<file path="src/rtl/l1_d_ctrl_nway.sv">
// N-way set-associative write-back/write-allocate L1 data-cache controller with tree-PLRU.
// Optional hit/miss/write-back counters when L1D_PERF_CNT_EN is defined.
module l1_d_ctrl_nway #(
  parameter int TAG_W = 21,
  parameter int IDX_W = 5,
  parameter int WAYS  = 2,
  localparam int WAY_W = $clog2(WAYS)
) (
  input  logic             clk,
  input  logic             nrst,
  input  logic             i_req_valid,
  input  logic             i_req_write,
  input  logic [TAG_W-1:0] i_req_tag,
  input  logic [IDX_W-1:0] i_req_index,
  input  logic             i_flush,
  input  logic             i_mem_ready,
  output logic             o_stall,
  output logic             o_hit,
  output logic             o_update,
  output logic             o_refill,
  output logic             o_mem_read,
  output logic             o_mem_write,
  output logic [IDX_W-1:0] o_mem_index,
  output logic [TAG_W-1:0] o_mem_tag,
  output logic [WAY_W-1:0] o_way
`ifdef L1D_PERF_CNT_EN
  ,
  output logic [31:0]      o_hit_cnt,
  output logic [31:0]      o_miss_cnt,
  output logic [31:0]      o_wb_cnt
`endif
);
  localparam int SETS = 2**IDX_W;
  localparam int LW   = IDX_W + WAY_W + 1;

  localparam logic [2:0] S_IDLE  = 3'd0;
  localparam logic [2:0] S_CMP   = 3'd1;
  localparam logic [2:0] S_WB    = 3'd2;
  localparam logic [2:0] S_ALLOC = 3'd3;
  localparam logic [2:0] S_FSCAN = 3'd4;
  localparam logic [2:0] S_FWB   = 3'd5;

  logic [2:0]                            r_state;
  logic [SETS-1:0][WAYS-1:0][TAG_W-1:0]  r_tags;
  logic [SETS-1:0][WAYS-1:0]             r_valid;
  logic [SETS-1:0][WAYS-1:0]             r_dirty;
  logic [SETS-1:0][WAYS-2:0]             r_plru;
  logic [TAG_W-1:0]                      r_tag_q;
  logic [IDX_W-1:0]                      r_idx;
  logic                                  r_wr;
  logic                                  r_first;
  logic [WAY_W-1:0]                      r_victim;
  logic [LW-1:0]                         r_fline;

  logic [WAYS-1:0]  w_hit_vec;
  logic             w_any_hit;
  logic [WAY_W-1:0] w_hit_way;
  logic             w_inv_found;
  logic [WAY_W-1:0] w_inv_way;
  logic [WAY_W-1:0] w_victim;
  logic [IDX_W-1:0] w_fset;
  logic [WAY_W-1:0] w_fway;
  logic             w_fdone;

  // Heap-ordered tree: node k has children 2k+1 / 2k+2; bit 0 picks the left subtree.
  function automatic logic [WAY_W-1:0] plru_victim(input logic [WAYS-2:0] p);
    int n;
    logic b;
    logic [WAY_W-1:0] v;
    n = 0;
    v = '0;
    for (int l = 0; l < WAY_W; l++) begin
      b = 1'b0;
      for (int k = 0; k < WAYS-1; k++) if (k == n) b = p[k];
      v[WAY_W-1-l] = b;
      n = 2*n + 1 + (b ? 1 : 0);
    end
    return v;
  endfunction

  function automatic logic [WAYS-2:0] plru_touch(input logic [WAYS-2:0] p,
                                                 input logic [WAY_W-1:0] w);
    logic [WAYS-2:0] q;
    int n;
    q = p;
    n = 0;
    for (int l = WAY_W-1; l >= 0; l--) begin
      for (int k = 0; k < WAYS-1; k++) if (k == n) q[k] = ~w[l];
      n = 2*n + 1 + (w[l] ? 1 : 0);
    end
    return q;
  endfunction

  always_comb begin
    w_hit_vec   = '0;
    w_hit_way   = '0;
    w_inv_found = 1'b0;
    w_inv_way   = '0;
    for (int i = 0; i < WAYS; i++)
      w_hit_vec[i] = r_valid[r_idx][i] && (r_tags[r_idx][i] == r_tag_q);
    for (int i = WAYS-1; i >= 0; i--) begin
      if (w_hit_vec[i]) w_hit_way = WAY_W'(i);
      if (!r_valid[r_idx][i]) begin
        w_inv_found = 1'b1;
        w_inv_way   = WAY_W'(i);
      end
    end
    w_any_hit = |w_hit_vec;
    w_victim  = w_inv_found ? w_inv_way : plru_victim(r_plru[r_idx]);
  end

  assign w_fset  = r_fline[IDX_W+WAY_W-1:WAY_W];
  assign w_fway  = r_fline[WAY_W-1:0];
  assign w_fdone = r_fline[LW-1];

  always_comb begin
    o_stall     = (r_state != S_IDLE);
    o_mem_read  = (r_state == S_ALLOC);
    o_mem_write = (r_state == S_WB) || (r_state == S_FWB);
    o_refill    = o_mem_read & i_mem_ready;
    o_hit       = (r_state == S_CMP) & w_any_hit;
    o_update    = o_hit & r_wr;
    o_way       = '0;
    o_mem_index = '0;
    o_mem_tag   = '0;
    case (r_state)
      S_CMP:   o_way = w_any_hit ? w_hit_way : w_victim;
      S_WB: begin
        o_way       = r_victim;
        o_mem_index = r_idx;
        o_mem_tag   = r_tags[r_idx][r_victim];
      end
      S_ALLOC: begin
        o_way       = r_victim;
        o_mem_index = r_idx;
        o_mem_tag   = r_tag_q;
      end
      S_FSCAN: o_way = w_fway;
      S_FWB: begin
        o_way       = w_fway;
        o_mem_index = w_fset;
        o_mem_tag   = r_tags[w_fset][w_fway];
      end
      default: ;
    endcase
  end

  always_ff @(posedge clk or negedge nrst) begin
    if (!nrst) begin
      r_state  <= S_IDLE;
      r_tags   <= '0;
      r_valid  <= '0;
      r_dirty  <= '0;
      r_plru   <= '0;
      r_tag_q  <= '0;
      r_idx    <= '0;
      r_wr     <= 1'b0;
      r_first  <= 1'b0;
      r_victim <= '0;
      r_fline  <= '0;
    end else begin
      case (r_state)
        S_IDLE: begin
          if (i_flush) begin
            r_fline <= '0;
            r_state <= S_FSCAN;
          end else if (i_req_valid) begin
            r_tag_q <= i_req_tag;
            r_idx   <= i_req_index;
            r_wr    <= i_req_write;
            r_first <= 1'b1;
            r_state <= S_CMP;
          end
        end
        S_CMP: begin
          r_first <= 1'b0;
          if (w_any_hit) begin
            r_plru[r_idx] <= plru_touch(r_plru[r_idx], w_hit_way);
            if (r_wr) r_dirty[r_idx][w_hit_way] <= 1'b1;
            r_state <= S_IDLE;
          end else begin
            r_victim <= w_victim;
            r_state  <= (r_valid[r_idx][w_victim] && r_dirty[r_idx][w_victim]) ? S_WB : S_ALLOC;
          end
        end
        S_WB: if (i_mem_ready) begin
          r_dirty[r_idx][r_victim] <= 1'b0;
          r_state <= S_ALLOC;
        end
        S_ALLOC: if (i_mem_ready) begin
          r_tags[r_idx][r_victim]  <= r_tag_q;
          r_valid[r_idx][r_victim] <= 1'b1;
          r_dirty[r_idx][r_victim] <= 1'b0;
          r_state <= S_CMP;
        end
        S_FSCAN: begin
          if (w_fdone) begin
            r_valid <= '0;
            r_dirty <= '0;
            r_plru  <= '0;
            r_fline <= '0;
            r_state <= S_IDLE;
          end else if (r_dirty[w_fset][w_fway]) begin
            r_state <= S_FWB;
          end else begin
            r_fline <= r_fline + LW'(1);
          end
        end
        S_FWB: if (i_mem_ready) begin
          r_dirty[w_fset][w_fway] <= 1'b0;
          r_fline <= r_fline + LW'(1);
          r_state <= S_FSCAN;
        end
        default: r_state <= S_IDLE;
      endcase
    end
  end

`ifdef L1D_PERF_CNT_EN
  // Only the first compare of a request is classified; the post-refill re-compare is not.
  always_ff @(posedge clk or negedge nrst) begin
    if (!nrst) begin
      o_hit_cnt  <= '0;
      o_miss_cnt <= '0;
      o_wb_cnt   <= '0;
    end else begin
      if (r_state == S_CMP && r_first) begin
        if (w_any_hit && o_hit_cnt != 32'hFFFF_FFFF)   o_hit_cnt  <= o_hit_cnt + 32'd1;
        if (!w_any_hit && o_miss_cnt != 32'hFFFF_FFFF) o_miss_cnt <= o_miss_cnt + 32'd1;
      end
      if (o_mem_write && i_mem_ready && o_wb_cnt != 32'hFFFF_FFFF)
        o_wb_cnt <= o_wb_cnt + 32'd1;
    end
  end
`endif

endmodule

</file>
<file path="config.mk">
export PLATFORM = sky130hd
export DESIGN_NAME = l1_d_ctrl_nway
export DESIGN_NICKNAME = d
export VERILOG_FILES = /design/src/rtl/l1_d_ctrl_nway.sv
export SDC_FILE = /design/constraint.sdc
export NUM_CORES = 2
export LEC_CHECK = 0
export BUFFER_PORTS_ARGS = -buffer_cell sky130_fd_sc_hd__buf_2
export CAP_MARGIN = 20
export CORE_MARGIN = 2
export CORE_UTILIZATION = 54
export DETAILED_ROUTE_END_ITERATION = 10
export PLACE_DENSITY = 0.7
export SLEW_MARGIN = 0
export SYNTH_ARGS = -nofsm -noshare
export SYNTH_HDL_FRONTEND = slang
export SYNTH_SLANG_ARGS = --single-unit
</file>
<file path="constraint.sdc">
create_clock -name clk -period 8.9 [get_ports clk]
set_clock_uncertainty 0.2 [all_clocks]
set_input_delay 1.335 -clock clk [delete_from_list [all_inputs] [get_ports clk]]
set_output_delay 1.335 -clock clk [all_outputs]
set_load 0.02 [all_outputs]
</file>
==> impl_metrics.ini <==
[run]
maxCapViolCount = 0

[layout]
layout_commonest_cell = dfrtp_1
fin_util_pct = 59.9
final_cell_mix = dfrtp_1, mux2_2, mux2i_1
syn2layout_area_growth_pct = 10.3
nNetsFinal = 6383
final_cell_area_sq_mm = 0.0907
drive_gt1_share_pct = 35.4
fill_cells = 12000
final_cells = 8526

[detailed_routing]
avgViaCountPerCell = 7.39
first_pass_iters = 9
antenna_left = 0
drtIter0Drc = 9622
wirelength_microns = 310000
wl_per_cell_microns = 36.4
drc = 0
via_count = 63000

[floorplan]
ioPinCount = 65
coreArea_sq_mm = 0.152
rows = 143
die_x_microns = 394
die_y_microns = 394
fp.dieArea_sq_mm = 0.155
initial_utilization_pct = 54.3

[worst_setup_path]
worstSetupPathType = reg2out
arrival_ns = 6.18
end_kind = output pin
cp.required_ns = 7.36
worstSetupStartpointType = flop
slowest_delay_ns = 1.01
crit_path_max_fanout = 48
crit_slowest_cell = dfrtp_4
cp_cell_sequence = nand4_1, buf_4, o22ai_1, nor4_1, and3_1, or4_1, nor4_1, and3_1, nor2_1, o31ai_1, buf_2

[placed_design]
dp_hpwl_microns = 184000
place_area_sq_mm = 0.0850
pre_cts_ws_ns = 2.20
numPortBuffers = 64
routabilityCongestion = 0.991
place_inst = 8209

[pwr]
vdd_ir_drop_max_mv = 0.275
p_leak_nw = 40.0
power.density_mw_per_mm2 = 297
finalPower_mw = 27.0

[grt]
grt_pass1_vias = 62000
grt.busiest_layer = met2
antenna_found_initial = 18
use_met3_pct = 15.0
use_met2_pct = 55.9
gr-total-overflow = 0
grt_use_total_pct = 39.4
grt_pass1_wl_microns = 444000
grt_max_degree = 160
grt_util_met1_pct = 50.7

[cts]
cts_sinks = 1542
cts_resized = 0
htreeDepth = 4
postCtsSetupRepairBufs = 0
cts_tree = done
insertion_delay_ns = 0.83
cts-root-buf = clkbuf_16
ctsHoldBuffers = 0
numCtsBuffers = 165
cts.path.max_buffers = 3
path_clk_slew_ns = 0.07

[timing]
max_clock_freq_mhz = 130
period_needed_ns = 7.71
rsz0062_at_grt = no
hold_violations = 0
drv_slew = 0
fin_setup_tns_ns = 0
whs_ns = 0.285
setup_viol = 0
worst_pin_slew_ns = 1.29
maxSlewHeadroom_pct = 13.2
period_share_pct = 86.7
setup_ws_ns = 1.19

[synthesis]
synth_edf_count = 0
yosysTopAreaCellShare_pct = 46.9
synthArstFlopShare_pct = 100
synthTopCellsByArea = dfrtp_1, mux2_2, mux4_2
syn_nets = 6567
synth_cell_type_count = 67
netlist_instances = 6534
postSynthAreaPerCell_sq_um = 12.6
yosysSeqAreaShare_pct = 46.9
ys_ff_latch = 1542
synth_area_sq_mm = 0.0823
synth_ff_type = dfrtp_1
yosysTopAreaCell = dfrtp_1
yosysWarnings = 0

[status]
status = finished, final reports clean

[hold_path]
min_path_type = in2async
==> cell type report <==
class / instances / area, sq um / share of cell area (%)
multi-input cells: 4249 / 41100 / 45.3
flip-flops and latches: 1542 / 38600 / 42.6
clock buffers: 248 / 4940 / 5.44
well taps: 2030 / 2540 / 2.80
repair buffers: 298 / 2440 / 2.69
clock inverters: 61 / 719 / 0.793
inverters: 94 / 353 / 0.389
diodes: 4 / 10.0 / 0.0110
==> metal layers <==
layer,vias up,share of wire (%)
met5,-,0.062
li1,24500,-
met1,32200,36
met2,4839,42
met3,1433,14
met4,26,7.8
==> sequential cells by signal, summed over array words and instances (netlist names), 3 cells and up <==
| register | flops |
|---|---|
| r_valid | 64 |
| r_tags | 1344 |
| r_fline | 7 |
| r_dirty | 64 |
| r_plru | 32 |
| r_state | 3 |
| r_idx | 5 |
| r_tag_q | 21 |
==> worst max-delay path, delay by kind of cell, from the launching register on <==
kind	cells	cell delay, ns
flip-flops	1	1.01
buffers and inverters	2	0.72
AND/OR/NAND/NOR	7	3.18
AO/OA/AOI/OAI	2	0.39
==> Yosys cell counts (46+ instances only) <==
cell type	count
a21oi_1	204
a22oi_1	162
buf_2	193
clkbuf_1	404
dfrtp_1	1542
inv_1	93
mux2_2	1184
mux2i_1	653
mux4_2	413
nand2_1	312
nand4_1	46
nor2_1	170
nor4_1	80
o211ai_1	80
o21ai_0	245
o22ai_1	390
==> worst paths after layout <==
check | startpoint | endpoint | slack [ns] | cells after the start
max reg2reg | r_idx[0] | r_dirty[55] | 2.58 | 10
min reg2reg | r_valid[22] | r_valid[22] | 0.29 | 2
min in group clk | r_valid[22] | r_valid[22] | 0.29 | 2
max in group asynchronous | nrst | r_tags[690] | 6.17 | 3
max | r_idx[0] | o_way | 1.19 | 11
min | nrst | r_tags[1084] | 0.28 | 1
==> logic make-up after synthesis <==
| family | Yosys count | share of synthesized area [%] |
|---|---|---|
| AOI/OAI and AO/OA | 1212 | 9.22 |
| xor gates and xnor gates | 10 | 0.106 |
| adders and majority gates | 1 | 0.0152 |
| muxes | 2250 | 35.5 |
| and+or+nand+nor | 776 | 4.55 |
| DFF | 1542 | 46.9 |
| buffers and inverters | 743 | 3.74 |
==> where the power goes <==
group | switching, mW | internal [mW]
sequential | 1.52 | 8.48
combinational | 6.07 | 3.67
clock | 3.03 | 4.22
total | 10.6 | 16.4
No activity file was read; power rests on OpenSTA's default activity.
